## src/rtl/uart_frame_tx.sv

```systemverilog
// uart_frame_tx: serializes a fixed 8-byte status/acknowledge frame as 8N1.
// Frame layout: HEADER, cmd, freq[15:8], freq[7:0], amp[15:8], amp[7:0],
// checksum, TAIL. Bit timing is generated locally from CLKS_PER_BIT.
// All outputs are registered; tx never glitches.
module uart_frame_tx #(
  parameter int          CLKS_PER_BIT = 434,
  parameter logic [7:0]  HEADER       = 8'hAA,
  parameter logic [7:0]  TAIL         = 8'h55
) (
  input  logic        clk,
  input  logic        rst,
  input  logic        send,
  input  logic [7:0]  cmd_in,
  input  logic [15:0] freq_in,
  input  logic [15:0] amp_in,
  output logic        tx,
  output logic        busy,
  output logic        done
);

  localparam int BW = (CLKS_PER_BIT > 2) ? $clog2(CLKS_PER_BIT) : 1;
  localparam logic [BW-1:0] BAUD_MAX = BW'(CLKS_PER_BIT - 1);

  typedef enum logic [1:0] {
    ST_IDLE  = 2'd0,
    ST_START = 2'd1,
    ST_DATA  = 2'd2,
    ST_STOP  = 2'd3
  } state_t;

  // Modular byte sum of the payload; carries beyond bit 7 are dropped.
  function automatic logic [7:0] frame_checksum(
    input logic [7:0]  cmd,
    input logic [15:0] freq,
    input logic [15:0] amp
  );
    logic [7:0] sum;
    sum = cmd + freq[15:8];
    sum = sum + freq[7:0];
    sum = sum + amp[15:8];
    sum = sum + amp[7:0];
    return sum;
  endfunction

  // Byte at a given frame position, built from the latched payload.
  function automatic logic [7:0] frame_byte(
    input logic [2:0]  idx,
    input logic [7:0]  cmd,
    input logic [15:0] freq,
    input logic [15:0] amp,
    input logic [7:0]  csum
  );
    logic [7:0] b;
    case (idx)
      3'd0:    b = HEADER;
      3'd1:    b = cmd;
      3'd2:    b = freq[15:8];
      3'd3:    b = freq[7:0];
      3'd4:    b = amp[15:8];
      3'd5:    b = amp[7:0];
      3'd6:    b = csum;
      3'd7:    b = TAIL;
      default: b = HEADER;
    endcase
    return b;
  endfunction

  state_t        state_q, state_d;
  logic [BW-1:0] baud_q, baud_d;
  logic [2:0]    bit_q, bit_d;
  logic [2:0]    byte_q, byte_d;
  logic [7:0]    cmd_q, cmd_d;
  logic [15:0]   freq_q, freq_d;
  logic [15:0]   amp_q, amp_d;
  logic [7:0]    csum_q, csum_d;
  logic          tx_q, tx_d;
  logic          busy_q, busy_d;
  logic          done_q, done_d;
  logic          baud_end_s;
  logic          frame_end_s;
  logic [7:0]    cur_byte_s;

  assign baud_end_s = (baud_q == BAUD_MAX);

  // FSM state, bit-timing counters and latched frame payload.
  always_ff @(posedge clk) begin
    if (rst) begin
      state_q <= ST_IDLE;
      baud_q  <= '0;
      bit_q   <= 3'd0;
      byte_q  <= 3'd0;
      cmd_q   <= 8'h00;
      freq_q  <= 16'h0000;
      amp_q   <= 16'h0000;
      csum_q  <= 8'h00;
    end else begin
      state_q <= state_d;
      baud_q  <= baud_d;
      bit_q   <= bit_d;
      byte_q  <= byte_d;
      cmd_q   <= cmd_d;
      freq_q  <= freq_d;
      amp_q   <= amp_d;
      csum_q  <= csum_d;
    end
  end

  // Next-state logic: walk start/data/stop bits of each byte, 8 bytes per frame.
  always_comb begin
    state_d     = state_q;
    baud_d      = baud_q;
    bit_d       = bit_q;
    byte_d      = byte_q;
    cmd_d       = cmd_q;
    freq_d      = freq_q;
    amp_d       = amp_q;
    csum_d      = csum_q;
    frame_end_s = 1'b0;
    case (state_q)
      ST_IDLE: begin
        if (send) begin
          state_d = ST_START;
          baud_d  = '0;
          bit_d   = 3'd0;
          byte_d  = 3'd0;
          cmd_d   = cmd_in;
          freq_d  = freq_in;
          amp_d   = amp_in;
          csum_d  = frame_checksum(cmd_in, freq_in, amp_in);
        end else begin
          state_d = ST_IDLE;
        end
      end
      ST_START: begin
        if (baud_end_s) begin
          state_d = ST_DATA;
          baud_d  = '0;
          bit_d   = 3'd0;
        end else begin
          baud_d  = baud_q + BW'(1);
        end
      end
      ST_DATA: begin
        if (baud_end_s) begin
          baud_d = '0;
          if (bit_q == 3'd7) begin
            state_d = ST_STOP;
            bit_d   = 3'd0;
          end else begin
            bit_d   = bit_q + 3'd1;
          end
        end else begin
          baud_d = baud_q + BW'(1);
        end
      end
      ST_STOP: begin
        if (baud_end_s) begin
          baud_d = '0;
          if (byte_q == 3'd7) begin
            state_d     = ST_IDLE;
            byte_d      = 3'd0;
            frame_end_s = 1'b1;
          end else begin
            state_d = ST_START;
            byte_d  = byte_q + 3'd1;
          end
        end else begin
          baud_d = baud_q + BW'(1);
        end
      end
      default: begin
        state_d = ST_IDLE;
        baud_d  = '0;
        bit_d   = 3'd0;
        byte_d  = 3'd0;
      end
    endcase
  end

  // Output decode from the next state so the registered outputs line up with it.
  always_comb begin
    cur_byte_s = frame_byte(byte_d, cmd_q, freq_q, amp_q, csum_q);
    busy_d     = (state_d != ST_IDLE);
    done_d     = frame_end_s;
    case (state_d)
      ST_START: tx_d = 1'b0;
      ST_DATA:  tx_d = cur_byte_s[bit_d];
      ST_STOP:  tx_d = 1'b1;
      default:  tx_d = 1'b1;
    endcase
  end

  // Output registers: tx idles high, busy/done low out of reset.
  always_ff @(posedge clk) begin
    if (rst) begin
      tx_q   <= 1'b1;
      busy_q <= 1'b0;
      done_q <= 1'b0;
    end else begin
      tx_q   <= tx_d;
      busy_q <= busy_d;
      done_q <= done_d;
    end
  end

  assign tx   = tx_q;
  assign busy = busy_q;
  assign done = done_q;

endmodule

```

## config.mk

```make
export PLATFORM = sky130hd
export DESIGN_NAME = uart_frame_tx
export DESIGN_NICKNAME = d
export VERILOG_FILES = /design/src/rtl/uart_frame_tx.sv
export SDC_FILE = /design/constraint.sdc
export NUM_CORES = 1
export LEC_CHECK = 0
export ABC_AREA = 1
export ABC_CLOCK_PERIOD_IN_PS = 3620
export CORE_MARGIN = 5
export CORE_UTILIZATION = 50
export CTS_CLUSTER_SIZE = 8
export DETAILED_ROUTE_END_ITERATION = 6
export HOLD_SLACK_MARGIN = 0.03
export PLACE_DENSITY_LB_ADDON = 0.25
export REMOVE_ABC_BUFFERS = 1
export SYNTH_ARGS = -nofsm -noshare
export SYNTH_HDL_FRONTEND = slang
export SYNTH_SLANG_ARGS = --single-unit
```

## constraint.sdc

```tcl
create_clock -name clk -period 3.62 [get_ports clk]
set_input_delay 0.724 -clock clk [delete_from_list [all_inputs] [get_ports clk]]
set_output_delay 0.724 -clock clk [all_outputs]
set_load 0.005 [all_outputs]
```

==> out/qor.csv <==
stage,metric,value,unit
routing,routed_wl,10400,µm
final_layout,utilization,0.609,
setup_path,crit_fanout,2,
status,status,"complete, no violations",
floorplan,die_h,103,µm
final_layout,n_antenna_cell,0,
place,placed_area,4900,µm²
setup_path,critPathLaunchType,primary input,
pwr,leakage,2.30,nW
global_route,grt_max_degree,47,
timing,slew_headroom,0.552,
final_layout,design_area,5230,µm²
cts,cts_buffers,9,
global_route,grt_pass1_wl,17700,µm
timing,setup_violations,0,
pwr,pwr_density_cell,427,nW/µm²
cts,cts_root_buffer,clkbuf_8,
timing,tightest_slew,661,ps
timing,drv_slew,0,
place,place_hpwl,7720,µm
global_route,grt_pass1_vias,3936,
pwr,ir_drop,0.000240,V
place,placed_cells,717,
floorplan,start_util,0.504,
logic_synthesis,synth_top_area_frac,0.314,
routing,dr.pass1.iters,4,
timing,grt_setup_unrepaired,yes,
place,routabilityCongestion,0.877,
timing,fmax,0.281,GHz
logic_synthesis,yosysUniqueCellTypes,42,
cts,clk_pin_slew,70,ps
logic_synthesis,synth_area_leaders,"dfxtp_1 31%, fa_1 9.2%, nor2_1 8.1%",
cts,postCtsHoldBufs,0,
logic_synthesis,synth.avg_cell_area,7.57,µm²
global_route,antenna_found_initial,0,
timing,finClkSkew,10.4,ps
setup_path,worstPathArrival,3790,ps
worst_hold_path,min_path_type,register to register,
logic_synthesis,synth-edff-count,0,
routing,vias,3886,
final_layout,syn_to_final_growth,20.9,%
floorplan,dieArea,10600,µm²
cts,h-tree-depth,3,
cts,cts_tree,done,
timing,finalHoldViolCount,0,
global_route,grt_use_total,0.211,
routing,avgRoutedWirePerCell,14.0,µm
cts,clk_path_buf_depth,2,
timing,holdWs,481,ps
routing,viasPerCell,5.25,
cts,cts_sinks,68,
setup_path,worst-setup-path-type,primary input to register,
logic_synthesis,yosysWarnings,0,
timing,min_period,3560,ps
place,port_buffers,45,
logic_synthesis,synth_cells,572,
logic_synthesis,ys_seq_elements,68,
logic_synthesis,netlist.top_cell.by_area,dfxtp_1,
floorplan,core_area,8590,µm²
final_layout,fin_nets,711,
routing,drcViolationCount,0,
routing,drt_iter0_drc,160,
global_route,grt.overflow.total,0,
logic_synthesis,synth-seq-area-share,0.314,
logic_synthesis,synth_area,4330,µm²
cts,clk_latency,350,ps
logic_synthesis,async_flop_share,0,
routing,postRouteAntennaNets,0,
timing,layout_setup_ws,57.3,ps
setup_path,path_cells,buf_6 > inv_4 > fa_1 > inv_1 > fa_1 > inv_2 > fa_1 > inv_1 > ha_1 > nand2_1 > nor2_2 > a211oi_2 > nor2_1 > o21ai_2 > a21oi_2 > o221ai_1 > inv_1,
setup_path,critical_path_required,3850,ps
timing,period_share,0.984,
place,pre_cts_slack,-769,ps
setup_path,slowest_stage,fa_1,
setup_path,critPathMaxStageDelay,560,ps
floorplan,die_w,103,µm
final_layout,drive_gt1_frac,0.168,
floorplan,rows,34,
final_layout,finish.cell_count_without_fillers,740,
setup_path,end_kind,register,
logic_synthesis,netlist_top_cells_count,"93 x nor2_1, 85 x nand2_1, 68 x dfxtp_1",
logic_synthesis,synthFlopType,dfxtp_1,
job,cap_violations,0,
logic_synthesis,synth_most_common_cell,nor2_1,
floorplan,ioPinCount,46,
[flip-flops by register name, indices dropped and copies added, names as in the netlist]
signal   cells
tx           1
freq_q      16
done         1
busy         1
byte_q       3
baud_q       9
csum_q       8
state_q      2
amp_q       16
cmd_q        8
bit_q        3
[final cells by class]
class,instances,area (µm²)
multi-input combinational,410,2650
inverter,72,278
sequential,68,1360
fill,785,3360
clock inverter,1,30.0
tap,108,135
clock buffer,14,173
timing repair buffer,67,603
[critical path: cells and delay by family]
kind	cells	cell delay, ps
fa+ha+maj	4	1900
simple gates	3	230
buf+inv	6	320
compound gates	4	620
[metrics by stage]
step,total power [mW],TNS (ps)
floorplan,1.22,-201
global placement,1.42,-2530
detailed placement,1.44,-3000
CTS,2.17,0
global route,2.37,-92.6
finish,2.23,0
[layer usage]
layer,global-route usage,vias up,wire length (µm)
met2,0.370,73,5150
met1,0.268,1833,4660
met5,0,-,0
met4,0.0767,0,197
li1,-,1963,-
met3,0.0257,17,362
[where the power goes]
group | total, mW | switching (mW) | internal [mW]
registers | 0.843 | 0.0331 | 0.809
logic | 0.739 | 0.383 | 0.356
clock network | 0.652 | 0.280 | 0.372
[layout by cell type, fill, tap and decap left out, types with 2 or more instances in the layout]
master,n
clkdlybuf4s50_1,33
xnor2_1,7
dlygate4sd2_1,4
buf_6,2
dlymetal6s2s_1,2
nor2_2,4
fa_2,3
nor3_1,4
inv_2,14
ha_1,16
o21a_1,3
nand4_1,18
inv_1,54
nand3_4,2
a21oi_1,25
nand3_2,7
nand2_2,8
nand2_8,2
clkbuf_1,2
xor2_1,5
nor2_4,6
o21ai_1,5
buf_4,22
o21ai_0,49
clkbuf_8,12
nor2_1,92
nand2_1,84
a21oi_2,3
dfxtp_1,68
ha_2,2
clkbuf_2,2
fa_1,17
o221ai_1,2
inv_4,3
xor2_2,2
ha_4,2
o21ai_2,2
nand2_4,3
nand3_1,24
[repair_timing]
item / 4_1_cts / 5_1_grt
setup buffers: 5 / 4
endpoints found under the setup margin: 4 / 4
pin swaps: 20 / 26
endpoints found under the hold margin: 0 / 0
resized for setup: 30 / 27
[final timing paths]
check / depth (start not counted) / startpoint / slack, ps / to
min reg2reg: 2 / freq_q[9] / 480 / freq_q[9]
min: 2 / freq_q[9] / 480 / freq_q[9]
max: 17 / freq_in[10] / 60 / csum_q[6]
max reg2reg: 17 / state_q[0] / 910 / tx
[logic make-up after synthesis]
group / after synthesis / share of synthesized area
xor+xnor: 14 / 0.0283
buf+inv: 94 / 0.0916
fa+ha+maj: 40 / 0.150
simple gates: 259 / 0.295
compound gates: 97 / 0.121
flops: 68 / 0.314
No activity file was read; power rests on OpenSTA's default activity.
